==> src/rtl/alu_pkg.sv <==
// Shared types and constants for the ALU result stage.
// Flag bit positions, default widths and the per-beat bundle.
package alu_pkg;

  localparam int N_DEF     = 32;
  localparam int REG_W_DEF = 5;
  localparam int CNT_W_DEF = 16;

  localparam int FLG_ZERO = 0;
  localparam int FLG_COUT = 1;
  localparam int FLG_OVF  = 2;

  typedef struct packed {
    logic [N_DEF-1:0]     result;
    logic                 cout;
    logic                 zero;
    logic                 overflow;
    logic [REG_W_DEF-1:0] rd;
    logic                 wr_en;
    logic                 flags_en;
  } alu_beat_t;

  function automatic logic [2:0] pack_flags(
    input logic ovf,
    input logic cout,
    input logic zero
  );
    logic [2:0] f;
    f           = '0;
    f[FLG_OVF]  = ovf;
    f[FLG_COUT] = cout;
    f[FLG_ZERO] = zero;
    return f;
  endfunction

endpackage

==> src/rtl/alu_result_stage_status.sv <==
// Architectural status: last flags, sticky overflow, retire count.
// In: ret_i + head flags, clr_sticky_i. Out: flags, sticky, count.
module alu_status_reg
  import alu_pkg::*;
#(
  parameter int CNT_W = CNT_W_DEF
) (
  input  logic             clk,
  input  logic             rst_n,
  input  logic             ret_i,
  input  logic             flags_en_i,
  input  logic             ovf_i,
  input  logic             cout_i,
  input  logic             zero_i,
  input  logic             clr_sticky_i,
  output logic [2:0]       status_flags_o,
  output logic             sticky_ovf_o,
  output logic [CNT_W-1:0] retired_cnt_o
);

  logic [2:0]       flags_q, flags_d;
  logic             sticky_q, sticky_d;
  logic [CNT_W-1:0] cnt_q, cnt_d;
  logic             upd;

  assign upd = ret_i & flags_en_i;

  always_comb begin
    flags_d = flags_q;
    if (upd) begin
      flags_d = pack_flags(ovf_i, cout_i, zero_i);
    end
  end

  // A set in the same cycle as a clear wins.
  always_comb begin
    sticky_d = sticky_q & ~clr_sticky_i;
    if (upd && ovf_i) begin
      sticky_d = 1'b1;
    end
  end

  // Free-running wrap, no saturation.
  always_comb begin
    cnt_d = cnt_q;
    if (ret_i) begin
      cnt_d = cnt_q + {{(CNT_W-1){1'b0}}, 1'b1};
    end
  end

  always_ff @(posedge clk or negedge rst_n) begin
    if (!rst_n) begin
      flags_q  <= '0;
      sticky_q <= 1'b0;
      cnt_q    <= '0;
    end else begin
      flags_q  <= flags_d;
      sticky_q <= sticky_d;
      cnt_q    <= cnt_d;
    end
  end

  assign status_flags_o = flags_q;
  assign sticky_ovf_o   = sticky_q;
  assign retired_cnt_o  = cnt_q;

endmodule

==> src/rtl/alu_result_stage.sv <==
// Registered ALU result stage with 2-entry skid buffer to writeback.
// in_* handshake upstream, out_* to writeback, plus status outputs.
module alu_result_stage
  import alu_pkg::*;
#(
  parameter int N     = N_DEF,
  parameter int REG_W = REG_W_DEF,
  parameter int CNT_W = CNT_W_DEF
) (
  input  logic             clk,
  input  logic             rst_n,
  input  logic             in_valid,
  output logic             in_ready,
  input  logic [N-1:0]     in_result,
  input  logic             in_cout,
  input  logic             in_zero,
  input  logic             in_overflow,
  input  logic [REG_W-1:0] in_rd,
  input  logic             in_wr_en,
  input  logic             in_flags_en,
  input  logic             flush,
  output logic             out_valid,
  input  logic             out_ready,
  output logic [N-1:0]     out_result,
  output logic [REG_W-1:0] out_rd,
  output logic             out_wr_en,
  output logic [2:0]       status_flags,
  output logic             sticky_ovf,
  input  logic             clr_sticky,
  output logic [CNT_W-1:0] retired_cnt
);

  typedef struct packed {
    logic [N-1:0]     result;
    logic             cout;
    logic             zero;
    logic             overflow;
    logic [REG_W-1:0] rd;
    logic             wr_en;
    logic             flags_en;
  } beat_t;

  beat_t in_beat;
  beat_t main_q, main_d;
  beat_t skid_q, skid_d;
  logic  main_valid_q, main_valid_d;
  logic  skid_valid_q, skid_valid_d;
  logic  acc, ret;
  logic  do_flush, do_drain, do_load, do_skid;

  always_comb begin
    in_beat          = '0;
    in_beat.result   = in_result;
    in_beat.cout     = in_cout;
    in_beat.zero     = in_zero;
    in_beat.overflow = in_overflow;
    in_beat.rd       = in_rd;
    in_beat.wr_en    = in_wr_en;
    in_beat.flags_en = in_flags_en;
  end

  // Ready depends only on a register.
  assign in_ready = ~skid_valid_q;
  assign acc      = in_valid & in_ready;
  assign ret      = main_valid_q & out_ready;

  // Mutually exclusive selects; acc cannot occur with skid full.
  assign do_flush = flush;
  assign do_drain = ~flush & skid_valid_q;
  assign do_load  = ~flush & ~skid_valid_q
                  & (~main_valid_q | ret);
  assign do_skid  = ~flush & ~skid_valid_q
                  & main_valid_q & ~ret;

  always_comb begin
    main_d       = main_q;
    skid_d       = skid_q;
    main_valid_d = main_valid_q;
    skid_valid_d = skid_valid_q;
    unique case (1'b1)
      do_flush: begin
        main_valid_d = 1'b0;
        skid_valid_d = 1'b0;
      end
      do_drain: begin
        if (ret) begin
          main_d       = skid_q;
          skid_valid_d = 1'b0;
        end
      end
      do_load: begin
        main_valid_d = acc;
        if (acc) begin
          main_d = in_beat;
        end
      end
      do_skid: begin
        if (acc) begin
          skid_d       = in_beat;
          skid_valid_d = 1'b1;
        end
      end
      default: begin
      end
    endcase
  end

  always_ff @(posedge clk or negedge rst_n) begin
    if (!rst_n) begin
      main_q       <= '0;
      skid_q       <= '0;
      main_valid_q <= 1'b0;
      skid_valid_q <= 1'b0;
    end else begin
      main_q       <= main_d;
      skid_q       <= skid_d;
      main_valid_q <= main_valid_d;
      skid_valid_q <= skid_valid_d;
    end
  end

  assign out_valid  = main_valid_q;
  assign out_result = main_q.result;
  assign out_rd     = main_q.rd;
  assign out_wr_en  = main_q.wr_en;

  alu_status_reg #(
    .CNT_W(CNT_W)
  ) u_status (
    .clk           (clk),
    .rst_n         (rst_n),
    .ret_i         (ret),
    .flags_en_i    (main_q.flags_en),
    .ovf_i         (main_q.overflow),
    .cout_i        (main_q.cout),
    .zero_i        (main_q.zero),
    .clr_sticky_i  (clr_sticky),
    .status_flags_o(status_flags),
    .sticky_ovf_o  (sticky_ovf),
    .retired_cnt_o (retired_cnt)
  );

endmodule

==> config.mk <==
export PLATFORM = sky130hd
export DESIGN_NAME = alu_result_stage
export DESIGN_NICKNAME = d
export VERILOG_FILES = /design/src/rtl/alu_pkg.sv /design/src/rtl/alu_result_stage_status.sv /design/src/rtl/alu_result_stage.sv
export SDC_FILE = /design/constraint.sdc
export NUM_CORES = 1
export LEC_CHECK = 0
export BUFFER_PORTS_ARGS = -buffer_cell sky130_fd_sc_hd__buf_2
export CAP_MARGIN = 10
export CORE_UTILIZATION = 30
export DETAILED_ROUTE_END_ITERATION = 7
export GPL_TIMING_DRIVEN = 0
export HOLD_SLACK_MARGIN = 0.02
export RECOVER_POWER = 50
export SLEW_MARGIN = 10
export SYNTH_ARGS = -nofsm -noshare
export SYNTH_HDL_FRONTEND = slang
export SYNTH_HIERARCHICAL = 1
export SYNTH_SLANG_ARGS = --single-unit
==> constraint.sdc <==
create_clock -name clk -period 2.7 [get_ports clk]
set_input_delay 0.27 -clock clk [delete_from_list [all_inputs] [get_ports clk]]
set_output_delay 0.27 -clock clk [all_outputs]
set_load 0.05 [all_outputs]
==> impl_results.md, run 1 <==
* Status: complete, no violations
* GR Util met1 at around 15%
* Psw at ~2.1 mW
* Port Buf Inserts at ~110
* Mean Syn Cell Area at between 10 and 15 um^2
* Detailed-route via count at 2958
* Final Setup Violations at 0
* Seq pwr share at 39.2%
* Post-synth EDFFs at 0
* Worst-Margin Slew at 1377 ps
* Overall global routing resource usage at 12.22%
* Crit Path Max Fanout at 8
* Layout cells sized above 1 at between 60% and 70%
* Relative slew margins at under 10%
* Setup crit end kind: register
* Worst-Skew Late Latency at 340 ps
* Setup TNS at 0 ps
* Crit Path Category: reg2reg
* Global routing's busiest layer: met2
* # IOs at 108
* Syn nets at between 300 and 400
* Chip width at about 130 um
* Hold Crit Class: in2reg
* Seq cells post-synth at 106
* Met3 Track Usage GR at under 10%
* Pwr dens at between 900 and 1000 nW/um^2
* Critical Path AT at about 2200 ps
* Leakage at approximately 2.9 nW
* Top cell type's share of synthesized area at a little over half
* Mapped Area at 4961 um^2
* Skew final at 5.560 ps
* N_diodes at 0
* GR Util met2 at between 20 and 25%
* Full die area at around 17000 um^2
* CTS Buf Count at 9
* Total power at ~5.8 mW
* Logic pwr share at a little under two fifths
* Routed WL at 9.751 mm
* Clock root buffer: clkbuf_16
* Top cells by area in the synthesized netlist: dfrtp_1, mux2_2, mux2_4
* Maximum vdd drop at between 0.0003 and 0.0004 V
* Power share of the clock group at 23.5%
* Number of iterations in the first detailed-routing pass at 4
* # fillers at approximately 1600
* Gpl congestion at 0.6914
* YS warnings at 6
* Initial antenna violation count at 0
* Clock sinks at approximately 110
* CTS Buffer Depth at 2
* Vias/cell at roughly 4.4
* Number of max-cap violations at 0
* TritonCTS clock tree: yes
* Synth cell count leaders: dfrtp_1, mux2_2, buf_4
* CTS clk-pin slew, worst paths at approximately 70 ps
* Max-slew violations at 0
* Endpoints failing hold at 0
* Hpwl dp at ~7.0 mm
* Main synth FF type: dfrtp_1
* Tcrit/Tclk final at a little under three quarters
* Seq/Total Area, Yosys at 53.47%
* Starting Density at between 30 and 40%
* Clock period minus worst slack at 1925 ps
* Gate Count Post-Synth at between 300 and 400
* First-pass GRT wire length at 15.83 mm
* Core area at 16000 um^2
* Top-count cell post-synth: dfrtp_1
* Yosys top cell by area: dfrtp_1
* Congestion Overflow GR at 0
* Postcts setup bufs at 0
* Final Util at 37.82%
* # DRC at 0
* Ys async rst share at 100.0%
* Sw frac at between 30% and 40%
* Worst setup SP type: register
* CP required at slightly below 3000 ps
* RSZ-0062 raised after global routing: false
* Die Y-Extent at 130.6 um
* Wire length per cell at 14.38 um
* Vias in the first global route at 3177
* FP Rows at between 40 and 50
* Initial DRC Count at 53
* Post-DRT Antenna Nets at 0
* Area Overhead vs Synth at 21.97%
* Netlist cell types at 29
* Internal Pwr Total at 3.702 mW
* Final nets at around 500
* Largest net degree at the start of global routing at 55
* Fmax at 0.5196 GHz
* Htree depth at 3
==> stage by stage <==
step	instances	hold WS [ps]	area [um^2]	worst slack, ps
global route	678	130.3	6051	648.8
floorplan	340	-25.59	4961	863.9
CTS	678	84.02	6107	718.9
detailed placement	664	261.9	5801	747.6
global placement	663	455.9	5767	182.0
finish	678	107.6	6051	775.4
==> area by class of cell <==
cell class / instances / area, um^2 / share of cell area (%)
buffer: 50 / 366.6 / 6.059
clock buffer: 10 / 229.0 / 3.784
clock inverter: 3 / 67.56 / 1.117
inverter: 3 / 11.26 / 0.1861
multi-input combinational: 181 / 1907 / 31.51
sequential: 106 / 2653 / 43.84
tap: 216 / 270.3 / 4.467
timing repair buffer: 109 / 546.8 / 9.036
==> final timing paths <==
path	from	endpoint	slack, ps	depth (start not counted)
worst min-delay path	clr_sticky	u_status/sticky_ovf_o	110	2
worst max register to register	out_valid	u_status/retired_cnt_o[11]	780	6
max in group asynchronous	rst_n	skid_q[27]	1030	3
min in group asynchronous	rst_n	out_result[3]	770	2
worst min register to register	u_status/retired_cnt_o[15]	u_status/retired_cnt_o[15]	480	1
worst max-delay path	out_valid	u_status/retired_cnt_o[11]	780	6
==> state kept, by name, summed over array words and instances (netlist names) <==
name / flops
u_status/status_flags_o: 3
u_status/retired_cnt_o: 16
skid_valid_q: 1
skid_q: 42
out_wr_en: 1
main_q: 4
u_status/sticky_ovf_o: 1
out_rd: 5
out_valid: 1
out_result: 32
==> cells by family after synthesis <==
| group | Yosys count | synth area share (%) |
|---|---|---|
| AOI/OAI and AO/OA | 5 | 0.8575 |
| xor gates and xnor gates | 15 | 2.648 |
| adders and majority gates | 1 | 0.2522 |
| buffers and inverters | 53 | 7.692 |
| DFF | 106 | 53.47 |
| muxes | 129 | 30.79 |
| and+or+nand+nor | 31 | 4.288 |
==> power by group through the flow <==
| stage | Combinational (mW) | Sequential, mW | Clock (mW) |
|---|---|---|---|
| floorplan | 1.57 | 2.46 | 0 |
| global placement | 2.15 | 2.29 | 0 |
| detailed placement | 2.20 | 2.31 | 0 |
| CTS | 2.21 | 2.29 | 1.41 |
| global route | 2.28 | 2.33 | 1.46 |
| finish | 2.16 | 2.27 | 1.36 |
==> layer usage <==
layer	up-vias	part of all wire [%]
met4	0	1.7
met1	1497	43
met5	-	0
li1	1384	-
met3	13	4.6
met2	64	50
==> critical path, stage by stage, from the launching register on <==
cell      delay, ps
dfrtp_1         390
and2_0          220
clkbuf_1        330
nand4_1         280
nor3_4          300
nand4_1         140
xnor2_1         140
==> placed cells by master (no fill, tap or decap), types with 2 or more instances in the layout <==
cell         n
and3_1       2
buf_2       93
buf_4       37
buf_6        4
bufinv_16    2
clkbuf_1    23
clkbuf_16    9
dfrtp_1    106
inv_1        3
mux2_1       7
mux2_2     102
mux2_4      20
nand2_1     10
nand3_1      5
nand3_2      2
nand4_1      3
nor2_1       2
o21ai_0      2
xnor2_1     10
xor2_1       5
==> what timing repair did <==
action                    in CTS  in global routing
gates resized for setup        0                  0
hold buffers                   1                  0
hold endpoints to repair      52                  0
No activity file was read; power rests on OpenSTA's default activity.
==> inputs of run 2 (changes only) <==
Clock period 2.7 ns to 1.5 ns, I/O delays scaled along.
==> run 2 against run 1 <==
Net effect:
- the flow now finishes with violations (negative setup slack)
- sequential power up 83%
- fmax up 19%
- clock power up 79%
- wire length up 9.9%
- sequential share of layout area down 3.4 points
- final cell count up 2.9%
- utilization up 3.3 points
- worst setup slack worse by 890 ps
- design area up 8.7%
- worst hold slack worse by 65 ps
- power up 86%
- highest routed layer unchanged
==> impl_results.md, run 2 (synthesized netlist as in run 1, its figures left out) <==
* Status: complete, but fails checks
* Failing checks: negative setup slack
* Vias/cell at 4.367 (about the same)
* Maximum vdd drop at 0.0008585 V (+130%)
* Worst-Skew Late Latency at 350 ps (about the same)
* # IOs at 108 (unchanged)
* First-pass GRT wire length at 16.70 mm (+5.5%)
* Setup crit end kind: register
* Skew final at 6.044 ps (+0.4842 ps)
* Starting Density at 31.01% (unchanged)
* Final Hold Slack at 43.05 ps (-64.57 ps)
* Wire length per cell at 15.36 um (+6.8%)
* Routed WL at 10.72 mm (+9.9%)
* Hpwl dp at 7.187 mm (+2.2%)
* FP Rows at 46 (unchanged)
* Die Y-Extent at 130.6 um (unchanged)
* Critical Path AT at 1850 ps (-300 ps)
* Number of iterations in the first detailed-routing pass at 3 (-1)
* Endpoints failing hold at 0 (unchanged)
* Full die area at 17060 um^2 (unchanged)
* Relative slew margins at 49.16% (+41 points)
* Final Util at 41.09% (+3.3 points)
* Biggest register: skid_q
* Clock root buffer: clkbuf_16
* Number of max-cap violations at 0 (unchanged)
* # DRC at 0 (unchanged)
* Clock period minus worst slack at 1615 ps (-309.4 ps)
* RSZ-0062 raised after global routing: true
* Clock sinks at 106 (unchanged)
* Htree depth at 3 (unchanged)
* Post-DRT Antenna Nets at 0 (unchanged)
* Crit Path Max Fanout at 10 (+2)
* Initial DRC Count at 48 (-9.4%)
* Pre-CTS setup slack at -377.2 ps (-1125 ps)
* Overall global routing resource usage at 12.99% (+0.77 points)
* Pwr dens at 1635 nW/um^2 (+71%)
* CP required at 1730 ps (-1200 ps)
* Worst-Margin Slew at 762.6 ps (-614.3 ps)
* Fmax at 0.6191 GHz (+19%)
* TritonCTS clock tree: yes
* CTS Buf Count at 9 (unchanged)
* Core area at 16000 um^2 (unchanged)
* Max-slew violations at 0 (unchanged)
* Final Setup Violations at 63 (+63)
* Max FFs per register at 42 (unchanged)
* Gpl congestion at 0.6995 (+1.2%)
* CTS Buffer Depth at 2 (unchanged)
* Congestion Overflow GR at 0 (unchanged)
* Area Overhead vs Synth at 32.53%
* Detailed-route via count at 3048 (+3.0%)
* Layout cells sized above 1 at 68.46% (+8.3 points)
* Crit Path Category: reg2reg
* CTS clk-pin slew, worst paths at 70 ps (about the same)
* Final WS setup at -115.3 ps (-890.6 ps)
* Worst setup SP type: register
* N_diodes at 0 (unchanged)
* # fillers at 1549 (-2.0%)
* Tcrit/Tclk final at 107.7% (+36 points)
* Initial antenna violation count at 0 (unchanged)
* Final nets at 527 (+3.5%)
* Largest net degree at the start of global routing at 55 (unchanged)
* Leakage at 3.236 nW (+13%)
* Vias in the first global route at 3291 (+3.6%)
* Hold Crit Class: in2reg
* Commonest non-fill, non-tap cell in the layout: buf_2
* Chip width at 130.6 um (unchanged)
* Commonest cells after routing, fill and taps aside: buf_2, dfrtp_1, mux2_2
* Port Buf Inserts at 107 (unchanged)
==> run 2: cell count changes in the layout (fill, tap and decap cells not counted), sizes merged <==
| cell | change |
|---|---|
| buf | +33 |
| clkbuf | -17 |
| dlygate4sd3 | +4 |
| bufinv | -1 |
| clkinv | +1 |
| clkinvlp | -1 |
| inv | +1 |
==> run 2: layout make-up <==
class / instances / area (um^2) / area share (%)
clock inverters: 3 / 47.55 / 0.7231
multi-input cells: 181 / 2056 / 31.27
plain buffers: 50 / 509.2 / 7.745
repair buffers: 127 / 767.0 / 11.67
well taps: 216 / 270.3 / 4.110
clock buffers: 12 / 256.5 / 3.901
inverters: 3 / 11.26 / 0.1713
flip-flops and latches: 106 / 2658 / 40.42
==> run 2: what timing repair did <==
item,4_1_cts,5_1_grt
resized for setup,48,18
buffers inserted,10,2
cloned,0,2
hold buffers,5,0
setup endpoints to repair,87,76
hold endpoints to repair,56,0
pin swaps,4,3
==> run 2: worst max-delay path: stages, from the launching register on <==
cell and delay [ps]:
dfrtp_2 450, nand2b_4 170, a211oi_4 250, buf_6 170
buf_12 150, mux2_4 310
==> run 2: power by group <==
| part | switching [mW] | total [mW] | leakage [nW] | internal (mW) |
|---|---|---|---|---|
| clock network | 1.04 | 2.43 | 0.149 | 1.39 |
| logic | 2.32 | 4.17 | 1.77 | 1.85 |
| registers | 0.503 | 4.15 | 1.32 | 3.65 |
==> run 2: through the flow <==
| step | area, um^2 | total power [mW] | instances | TNS [ps] |
|---|---|---|---|---|
| floorplan | 4991 | 7.277 | 340 | -7542 |
| finish | 6575 | 10.75 | 698 | -4210 |
| global route | 6575 | 11.30 | 698 | -8889 |
| detailed placement | 5831 | 8.137 | 664 | -22830 |
| CTS | 6460 | 10.82 | 694 | -3583 |
| global placement | 5797 | 7.990 | 663 | -118140 |
==> run 2: routing by layer <==
| layer | wire length [um] | global-route usage [%] | vias up |
|---|---|---|---|
| li1 | - | - | 1421 |
| met1 | 4693 | 15.40 | 1543 |
| met2 | 5272 | 22.04 | 72 |
| met3 | 622 | 4.275 | 12 |
| met4 | 131 | 4.462 | 0 |
| met5 | 0 | 0 | - |
==> run 2: path summary, 6_finish.rpt <==
check                                                start                    endpoint  slack (ps)  depth (start not counted)
worst max-delay path                          skid_valid_q                   out_wr_en        -120                          5
worst min-delay path                              in_rd[2]                   skid_q[4]          40                          2
min in group asynchronous                            rst_n                  skid_q[13]         440                          2
max in group asynchronous                            rst_n                skid_valid_q         190                          3
worst max register to register                skid_valid_q                   out_wr_en        -120                          5
worst min register to register  u_status/retired_cnt_o[15]  u_status/retired_cnt_o[15]         480                          1
==> inputs of run 3 (changes only) <==
Settings changed: RECOVER_POWER 50 to not set.
==> run 3 against run 2 <==
Net effect:
- the run still ends with negative setup slack left
- utilization rose by 0.10 points
- clock power barely moved
- sequential power barely moved
- die area is the same
- worst hold slack unchanged
- worst setup slack worse by 2.7 ps
==> impl_results.md, run 3 (synthesized netlist as in run 1, its figures left out) <==
* Chip width at 130.6 um (unchanged)
* # DRC at 0 (unchanged)
* Post-DRT Antenna Nets at 0 (unchanged)
* Hold Crit Class: in2reg
* CP Cell Sequence: nand2b_4, a211oi_4, buf_6, buf_12, mux2_4
* Vias/cell at 4.357 (-0.23%)
* Max FFs per register at 42 (unchanged)
* Final WS setup at -118.0 ps (-2.688 ps)
* CP required at 1730 ps (about the same)
* Hpwl dp at 7.187 mm (unchanged)
* Power share of the clock group at 22.6% (about the same)
* Layout cells sized above 1 at 68.46% (unchanged)
* Pre-CTS setup slack at -377.2 ps (unchanged)
* Worst-Skew Late Latency at 350 ps (about the same)
* CTS clk-pin slew, worst paths at 70 ps (about the same)
* Initial antenna violation count at 0 (unchanged)
* Final nets at 527 (unchanged)
* Commonest non-fill, non-tap cell in the layout: buf_2
* Vias in the first global route at 3291 (unchanged)
* Clock period minus worst slack at 1618 ps (+2.688 ps)
* # fillers at 1546 (-0.19%)
* # IOs at 108 (unchanged)
* TritonCTS clock tree: yes
* First-pass GRT wire length at 16.70 mm (unchanged)
* RSZ-0062 raised after global routing: true
* Fmax at 0.6181 GHz (-0.17%)
* Overall global routing resource usage at 12.99% (unchanged)
* Starting Density at 31.01% (unchanged)
* CP top delay family: flip-flops
* Clock root buffer: clkbuf_16
* Psw at 3.867 mW (about the same)
* Post-Layout Cell Count at 698 (unchanged)
* Clock sinks at 106 (unchanged)
* CTS Buf Count at 9 (unchanged)
* Die Y-Extent at 130.6 um (unchanged)
* Crit Path Max Fanout at 10 (unchanged)
* Status: complete, but fails checks
* Maximum vdd drop at 0.0008583 V (about the same)
* Number of max-cap violations at 0 (unchanged)
* Final Hold Slack at 43.05 ps (unchanged)
* Routed WL at 10.72 mm (about the same)
* CTS Buffer Depth at 2 (unchanged)
* Worst path max stage delay at 450 ps (about the same)
* Largest net degree at the start of global routing at 55 (unchanged)
* Port Buf Inserts at 107 (unchanged)
* Final Setup Violations at 63 (unchanged)
* Logic pwr share at 38.9% (about the same)
* Max-slew violations at 0 (unchanged)
* Internal Pwr Total at 6.890 mW (about the same)
* Sequential cell area at 2658 um^2 (unchanged)
* Wire length per cell at 15.36 um (about the same)
* Relative slew margins at 65.45% (+16 points)
* Biggest register: skid_q
* Sw frac at 35.94% (about the same)
* Number of iterations in the first detailed-routing pass at 3 (unchanged)
* Final Util at 41.19% (+0.10 points)
* Initial DRC Count at 50 (+4.2%)
* Seq pwr share at 38.6% (about the same)
* Skew final at 5.999 ps (-0.04477 ps)
* Commonest cells after routing, fill and taps aside: buf_2, dfrtp_1, mux2_2
* Core area at 16000 um^2 (unchanged)
* Dpl cells at 664 (unchanged)
* Htree depth at 3 (unchanged)
* Congestion Overflow GR at 0 (unchanged)
* Endpoints failing hold at 0 (unchanged)
* Failing checks: negative setup slack
* Detailed-route via count at 3041 (-0.23%)
* Tcrit/Tclk final at 107.9% (+0.18 points)
* Leakage at 3.243 nW (+0.22%)
* Pwr dens at 1632 nW/um^2 (-0.21%)
* Full die area at 17060 um^2 (unchanged)
* Critical Path AT at 1850 ps (about the same)
* Worst Path Buf+Inv at 2 (unchanged)
* Worst setup SP type: register
* N_diodes at 0 (unchanged)
* Worst-Margin Slew at 518.3 ps (-244.3 ps)
* Slowest CP cell: dfrtp_2
* Area of the multi-input gates at 2056 um^2 (unchanged)
* Setup crit end kind: register
* Gpl congestion at 0.6995 (unchanged)
* Crit Path Category: reg2reg
* FP Rows at 46 (unchanged)
* Area Overhead vs Synth at 32.86%
## run 3: changes by cell type in the layout (fill, tap and decap cells not counted), sizes merged
cell and change:
buf +2, clkbuf -2
## run 3: metrics by stage
step	area, um^2	power, mW	TNS [ps]
finish	6591	10.76	-4329
global route	6591	11.31	-8603
CTS	6460	10.82	-3583
detailed placement	5831	8.137	-22830
global placement	5797	7.990	-118140
floorplan	4991	7.277	-7542
## run 3: final cells by class
class                           count  area share [%]
Buffer                             50           7.726
Clock buffer                       12           3.891
Clock inverter                      3          0.7213
Inverter                            3          0.1708
Multi-Input combinational cell    181           31.19
Sequential cell                   106           40.32
Tap cell                          216           4.100
Timing Repair Buffer              127           11.88
## run 3: worst paths after layout
kind                       slack, ps  depth (start not counted)                       start                          to
max                             -120                          5                skid_valid_q                   out_wr_en
min                               40                          2                    in_rd[2]                   skid_q[4]
max reg2reg                     -120                          5                skid_valid_q                   out_wr_en
min reg2reg                      480                          1  u_status/retired_cnt_o[15]  u_status/retired_cnt_o[15]
max in group asynchronous        500                          3                       rst_n                skid_valid_q
min in group asynchronous        340                          2                       rst_n                  skid_q[13]
## run 3: repair_timing
item                                    CTS  global route
endpoints found under the setup margin   87            76
gates resized for setup                  48            18
pin swaps                                 4             3
hold buffers                              5             0
cloned                                    0             2
setup buffers                            10             2
hold endpoints to repair                 56             0
## run 3: power groups by stage
stage / Clock, mW / Combinational (mW) / Sequential, mW
3_3_place_gp: 0 / 3.86 / 4.13
2_1_floorplan: 0 / 2.84 / 4.44
5_1_grt: 2.63 / 4.42 / 4.26
4_1_cts: 2.54 / 4.14 / 4.14
6_report: 2.43 / 4.18 / 4.15
3_5_place_dp: 0 / 3.95 / 4.19
## run 3: routing by layer
metal / global-route usage (%) / wire length, um / part of all wire (%) / vias to the layer above
met5: 0 / 0 / 0 / -
met4: 4.462 / 131 / 1.2 / 0
met3: 4.275 / 622 / 5.8 / 12
met2: 22.04 / 5284 / 49 / 72
met1: 15.40 / 4682 / 44 / 1537
li1: - / - / - / 1420
